[src/rtl/arith_pkg.sv]
// Shared arithmetic-unit definitions: divider FSM encoding, default width and
// the divide-by-zero quotient pattern.
package arith_pkg;

  typedef enum logic [1:0] {
    IDLE = 2'd0,
    RUN  = 2'd1,
    FIX  = 2'd2
  } div_state_e;

  localparam int DIV_W = 4;

  // Sliced to the operand width by users; all ones reads as -1 in signed mode.
  localparam logic [63:0] DZ_QUOT = '1;

endpackage

[src/rtl/div_step.sv]
// One restoring-division step: W+1-bit trial subtract of the divisor from the
// shifted partial remainder, using add of the inverted divisor with carry-in 1.
module div_step #(
  parameter int W = 4
) (
  input  logic [W:0]   rem_sh,
  input  logic [W-1:0] divisor,
  output logic [W-1:0] rem_nxt,
  output logic         qbit
);

  logic [W:0] diff;

  assign diff = rem_sh + {1'b1, ~divisor} + {{W{1'b0}}, 1'b1};
  assign qbit = ~diff[W];
  // A kept remainder is always below the divisor, so W bits hold it.
  assign rem_nxt = qbit ? diff[W-1:0] : rem_sh[W-1:0];

endmodule

[src/rtl/seq_divider.sv]
// Iterative restoring divider, one quotient bit per clock, start/done handshake.
// Optional macro DIV_SIGNED_EN: two's-complement operands with a FIX sign cycle.
import arith_pkg::*;

module seq_divider #(
  parameter int W = DIV_W
) (
  input  logic         clk,
  input  logic         rst_n,
  input  logic         start,
  input  logic [W-1:0] dividend,
  input  logic [W-1:0] divisor,
  output logic         busy,
  output logic         done,
  output logic [W-1:0] quotient,
  output logic [W-1:0] remainder,
  output logic         div_by_zero
);

  localparam int CW = (W > 1) ? $clog2(W) : 1;
  localparam logic [1:0] S_IDLE = IDLE;
  localparam logic [1:0] S_RUN  = RUN;
`ifdef DIV_SIGNED_EN
  localparam logic [1:0] S_FIX  = FIX;
`endif

  logic [1:0]    state;
  logic [CW-1:0] cnt;
  // Restored partial remainder; its W+1-th bit is always zero so only the
  // trial subtract in div_step carries the extra bit.
  logic [W-1:0]  rem_r;
  logic [W-1:0]  q_r, dvs_r, dvd_r;
  logic          dz_r;
  logic [W-1:0]  dvd_mag, dvs_mag;
  logic [W:0]    rem_sh;
  logic [W-1:0]  rem_nxt;
  logic          qbit;

`ifdef DIV_SIGNED_EN
  logic neg_q, neg_r;
  assign dvd_mag = dividend[W-1] ? -dividend : dividend;
  assign dvs_mag = divisor[W-1]  ? -divisor  : divisor;
`else
  assign dvd_mag = dividend;
  assign dvs_mag = divisor;
`endif

  assign rem_sh = {rem_r, q_r[W-1]};

  div_step #(.W(W)) u_step (
    .rem_sh  (rem_sh),
    .divisor (dvs_r),
    .rem_nxt (rem_nxt),
    .qbit    (qbit)
  );

  always_ff @(posedge clk or negedge rst_n) begin
    if (!rst_n) begin
      state       <= S_IDLE;
      cnt         <= '0;
      rem_r       <= '0;
      q_r         <= '0;
      dvs_r       <= '0;
      dvd_r       <= '0;
      dz_r        <= 1'b0;
      busy        <= 1'b0;
      done        <= 1'b0;
      quotient    <= '0;
      remainder   <= '0;
      div_by_zero <= 1'b0;
`ifdef DIV_SIGNED_EN
      neg_q       <= 1'b0;
      neg_r       <= 1'b0;
`endif
    end else begin
      done <= 1'b0;
      case (state)
        S_IDLE: begin
          if (start) begin
            state       <= S_RUN;
            busy        <= 1'b1;
            div_by_zero <= 1'b0;
            cnt         <= CW'(W-1);
            rem_r       <= '0;
            q_r         <= dvd_mag;
            dvs_r       <= dvs_mag;
            dvd_r       <= dividend;
            dz_r        <= (divisor == '0);
`ifdef DIV_SIGNED_EN
            neg_q       <= dividend[W-1] ^ divisor[W-1];
            neg_r       <= dividend[W-1];
`endif
          end
        end
        S_RUN: begin
          if (dz_r) begin
            // Zero divisor resolves in a single cycle with the raw dividend.
            quotient    <= DZ_QUOT[W-1:0];
            remainder   <= dvd_r;
            div_by_zero <= 1'b1;
            done        <= 1'b1;
            busy        <= 1'b0;
            state       <= S_IDLE;
          end else begin
            rem_r <= rem_nxt;
            q_r   <= {q_r[W-2:0], qbit};
            if (cnt == '0) begin
`ifdef DIV_SIGNED_EN
              state     <= S_FIX;
`else
              quotient  <= {q_r[W-2:0], qbit};
              remainder <= rem_nxt;
              done      <= 1'b1;
              busy      <= 1'b0;
              state     <= S_IDLE;
`endif
            end else begin
              cnt <= cnt - CW'(1);
            end
          end
        end
`ifdef DIV_SIGNED_EN
        S_FIX: begin
          // Truncate toward zero; remainder follows the dividend's sign.
          quotient  <= neg_q ? -q_r : q_r;
          remainder <= neg_r ? -rem_r : rem_r;
          done      <= 1'b1;
          busy      <= 1'b0;
          state     <= S_IDLE;
        end
`endif
        default: state <= S_IDLE;
      endcase
    end
  end

endmodule
[config.mk]
export PLATFORM = sky130hd
export DESIGN_NAME = seq_divider
export DESIGN_NICKNAME = d
export VERILOG_FILES = /design/src/rtl/arith_pkg.sv /design/src/rtl/div_step.sv /design/src/rtl/seq_divider.sv
export SDC_FILE = /design/constraint.sdc
export NUM_CORES = 1
export LEC_CHECK = 0
export BUFFER_PORTS_ARGS = -buffer_cell sky130_fd_sc_hd__buf_2
export CELL_PAD_IN_SITES_DETAIL_PLACEMENT = 1
export CELL_PAD_IN_SITES_GLOBAL_PLACEMENT = 2
export CORE_MARGIN = 5
export CORE_UTILIZATION = 38
export CTS_CLUSTER_DIAMETER = 80
export DETAILED_ROUTE_END_ITERATION = 7
export PLACE_DENSITY_LB_ADDON = 0.1
export SYNTH_ARGS = -nofsm -noshare
export SYNTH_HDL_FRONTEND = slang
export SYNTH_HIERARCHICAL = 1
export SYNTH_SLANG_ARGS = --single-unit
[constraint.sdc]
create_clock -name clk -period 3.5 [get_ports clk]
set_input_delay 0.7 -clock clk [delete_from_list [all_inputs] [get_ports clk]]
set_output_delay 0.7 -clock clk [all_outputs]
set_load 0.01 [all_outputs]
**After elaboration in Yosys (flattened, before gate mapping)**

Index checks and enable logic that the tools add are counted.

- Word-level logic and storage cells: 64
- Register bits after elaboration: 32

- Bitwise logic cells: 2
- Reduce and logical (&&, ||, !) cells: 12
- Equality and inequality tests: 6
- Add/sub/neg operators: 3
- Muxes and demuxes: 29

Operators with widths:

| kind | number |
|---|---|
| 2-to-1 mux 4 bit | 9 |
| case mux 4 bit (2 select lines) | 2 |
| 2-to-1 mux 2 bit | 6 |
| AND reduction 3 bit | 3 |
| 2-to-1 mux 1 bit | 8 |
| inequality test 2 bit, second input constant | 4 |
| case mux 2 bit (2 select lines) | 2 |
| AND reduction 2 bit | 3 |
| adder 5 x 1 -> 5 bit, second input constant | 1 |
| adder 5 bit | 1 |
| logical NOT 2 bit | 2 |
| logical NOT 4 bit | 1 |
| NOT 4 bit | 1 |
| case mux 1 bit (2 select lines) | 2 |
| AND reduction 4 bit | 1 |
| nonzero test 2 bit | 2 |
| inequality test 3 bit, second input constant | 1 |
| == test 2 x 1 -> 1 bit, second input constant | 1 |
| subtractor 2 x 1 -> 2 bit, second input constant | 1 |
| NOT 1 bit | 1 |

**Logic depth before layout (Yosys ltp)**

- Word-level depth: 6
- Depth in mapped cells: 9
- Depth with buffers taken out: 9

**Cells and area by module**

Netlist, hierarchy kept.

By module, submodules not included:

| module | area each (µm²) | instances | cells an instance |
|---|---|---|---|
| seq_divider | 1450.1 | 1 | 111 |
| div_step | 203.9 | 1 | 24 |

**Worst setup path before layout**

OpenSTA, ideal clock, no wires.

- Path type: reg-to-reg
- From: register q_r[3]
- To: register remainder[2]
- Clock period less this slack: 2.553 ns
- Path buffers: 0
- Setup slack: 0.947 ns
- Setup time: 0.125 ns
- Stages on the path, launching flop included: 10
- Arrival: 2.428 ns
- Path through: dfrtp_1 -> inv_1 -> ha_1 -> fa_1 -> nand2b_1 -> a21oi_2 -> xor2_2 -> mux2_2 -> mux2_2 -> mux2_4

- Cells in the longest elaborated chain, start to end: 5

RTL lines:

| element | RTL line | text |
|---|---|---|
| start: declaration | seq_divider.sv:32 | `logic [W-1:0] q_r, dvs_r, dvd_r;` |
| start signal: assignment | seq_divider.sv:85 | `q_r <= dvd_mag;` |
| start signal: assignment | seq_divider.sv:106 | `q_r <= {q_r[W-2:0], qbit};` |
| adder 5 bit | div_step.sv:14 | `assign diff = rem_sh + {1'b1, ~divisor} + {{W{1'b0}}, 1'b1};` |
| adder 5 x 1 -> 5 bit | div_step.sv:14 |  |
| 2-to-1 mux 4 bit | div_step.sv:17 | `assign rem_nxt = qbit ? diff[W-1:0] : rem_sh[W-1:0];` |
| net rem_nxt[2] | seq_divider.sv:36 | `logic [W-1:0] rem_nxt;` |
| 2-to-1 mux 4 bit | seq_divider.sv:107 | `if (cnt == '0) begin` |
| 2-to-1 mux 4 bit | seq_divider.sv:96 | `if (dz_r) begin` |
| end signal: assignment | seq_divider.sv:99 | `remainder <= dvd_r;` |
| end signal: assignment | seq_divider.sv:112 | `remainder <= rem_nxt;` |
| end: declaration | seq_divider.sv:16 | `output logic [W-1:0] remainder,` |

The timed path passes the listed nets, and every way through them passes these cells. The select of a mux whose other input is x is not followed.
A chain may end at the register's enable or synchronous reset.

**Worst setup path in the final report**

Ends and elaborated chain as after synthesis.

==> results_dict.tcl <==
set metrics [dict create \
    crit_buf_inv 1 \
    leakagePower_nw 0.881 \
    min_period_ps 2770 \
    crit_chain "inv_1 > ha_1 > fa_1 > nand2b_1 > a21oi_2 > xor2_2 > mux2_2 > mux2_2 > mux2_4" \
    drv_slew 0 \
    critical_path.top_delay_family "multiplexers" \
    synth.largest_area_cell "dfrtp_1" \
    viasPerCell 5.29 \
    drv_cap 0 \
    syn_nets 152 \
    final-setup-viol-count 0 \
    synth-main-ff-cell "dfrtp_1" \
    synth_edf_count 0 \
    crit_top_cell "mux2_2" \
    grt_max_degree 31 \
    cts.sinks 30 \
    pre_cts_ws_ps 725 \
    synth-seq-cells 30 \
    numCtsBuffers 5 \
    fin_util_pct 43.1 \
    cts_tree "done" \
    dieWidth_um 76.0 \
    synth_common_cells "30 x dfrtp_1, 17 x mux2_2, 14 x mux2i_1" \
    ir_drop_v 0.000285 \
    async_flop_share_pct 100 \
    status "completed" \
    io_pins 22 \
    finalHoldViolCount 0 \
    clock_skew_ps 4.81 \
    setup_slack_ps 727 \
    avgSynthCellArea_sq_um 12.3 \
    grt_first_pass_wirelength_mm 6.26 \
    worstSetupStartpointType "flop" \
    hold_buffers 0 \
    num_rows 24 \
    overflow 0 \
    fmax_mhz 361 \
    synth_area_sq_um 1650 \
    drc 0 \
    power_mw 2.15 \
    grt_use_total_pct 13.6 \
    routed_wl_mm 3.54 \
    synth_xor_area_share_pct 2.04 \
    r2r_start "q_r[3]" \
    core_area_sq_um 4290 \
    clkLatencyLatePin_ps 280 \
    seq_area_frac_synth_pct 45.4 \
    antenna_cells 0 \
    first_pass_iters 4 \
    grt_pass1_vias 1211 \
    gp_congestion 0.747 \
    cts_resized 0 \
    synth_compound_gate_area_share_pct 5.30 \
    synth_top_area_share_pct 45.4 \
    path_max_fanout 6 \
    synth-simple-area-share_pct 10.6 \
    syn_inst 135 \
    yosys.area_share.adder_pct 4.99 \
    critPathSlowestCell "fa_1" \
    rsz0062_at_grt "no" \
    synthMuxAreaShare_pct 25.5 \
    start_util_pct 38.5 \
    yosys.cell_count.top_type "dfrtp_1" \
    clk_root_buffer_cell "clkbuf_8" \
    r2r-end "remainder[2]" \
    critical-path-max-stage-delay_ps 410 \
    die-area_sq_um 5770 \
    path_class "flop to flop" \
    r2r_setup_slack_ps 730 \
    reg2reg_depth 9 \
    antenna_found_initial 0 \
    wl_per_cell_um 17.0 \
    p_per_area_nw_per_um2 1160 \
    instances_no_fill 208 \
    dieHeight_um 76.0 \
    drt_iter0_drc 34 \
    synth.area.top_cells "dfrtp_1 45%, mux2_2 12%, mux2i_1 8.5%" \
    area_growth_pct 11.9 \
    layout.nets 172 \
    post_cts_buffers 0 \
    slew_headroom_pct 33.6 \
    layout-drive-gt1-share_pct 34.6 \
    crit_arrival_ps 2940 \
    port_buffers 21 \
    fin_crit_sh_pct 79.2 \
    ant_nets 0 \
    synth_cell_types 31 \
    endpoint_kind "flop" \
    h-tree-depth 2 \
    min_path_type "input port to asynchronous set/reset pin" \
    vias 1100 \
    dp.cells 200 \
    dp_hpwl_mm 2.60 \
    cp.required_ps 3670 \
    worst_slew_pin_slew_ps 996 \
    synth_top_family_by_area "multiplexers" \
    yosys_warnings 6 \
    path_clk_slew_ps 70 \
    setup_tns_ps 0 \
    cts_buffer_depth 2 \
]
per-layer routing:
metal | wire length (um) | GRT usage [%]
met3 | 134 | 3.90
met5 | 0 | 0
met4 | 61 | 5.34
met1 | 1620 | 17.8
met2 | 1730 | 21.0
worst max-delay path by stage:
stage | to | depth (start not counted) | slack [ps] | start
final | remainder[2] | 9 | 730 | q_r[3]
after global placement | remainder[2] | 9 | 850 | q_r[3]
after global routing | remainder[2] | 9 | 530 | q_r[3]
after detailed placement | remainder[2] | 9 | 730 | q_r[3]
after CTS | remainder[2] | 9 | 700 | q_r[3]
after floorplan | remainder[2] | 9 | 950 | q_r[3]
logic make-up (layout without fill, tap and decap cells):
group                      count (synthesis)  count (layout)
AOI/OAI and AO/OA                         12              12
xor gates and xnor gates                   3               3
adders and majority gates                  6               6
DFF                                       30              30
muxes                                     37              37
and+or+nand+nor                           30              30
buffers and inverters                     17              38
where the power goes:
part           internal [mW]  switching, mW  total [mW]
Clock                  0.158          0.132       0.290
Sequential             0.528          0.168       0.695
Combinational          0.654          0.506        1.16
area by class of cell:
type                    instances  area [sq um]
multi-input cells              88           801
repair buffers                 22           113
inverters                       8          30.0
clock inverters                 1          5.00
fillers                       485          2440
flip-flops and latches         30           751
well taps                      52          65.1
clock buffers                   7          86.3
sequential cells by signal, indices dropped and copies added, names as in the netlist:
signal       cells
rem_r            4
remainder        4
busy             1
div_by_zero      1
cnt              2
dz_r             1
dvd_r            4
quotient         4
q_r              4
dvs_r            4
done             1
per-stage QoR:
stage               hold slack [ps]  cell area [sq um]
CTS                             486               1850
global placement                491               1760
detailed placement              507               1760
global route                    511               1850
finish                          458               1850
floorplan                       404               1650
cell usage in the layout, fill, tap and decap left out, types with 2 or more instances in the layout:
master	instances
ha_1	5
mux2_4	6
a22o_1	4
o21ai_0	2
clkbuf_8	6
mux2i_1	14
nor3_1	9
buf_2	21
nor2_1	8
inv_1	8
mux2_2	17
nand2b_1	2
nor4bb_1	5
dfrtp_1	30
Note: power is estimated with default switching activity, not from simulation.
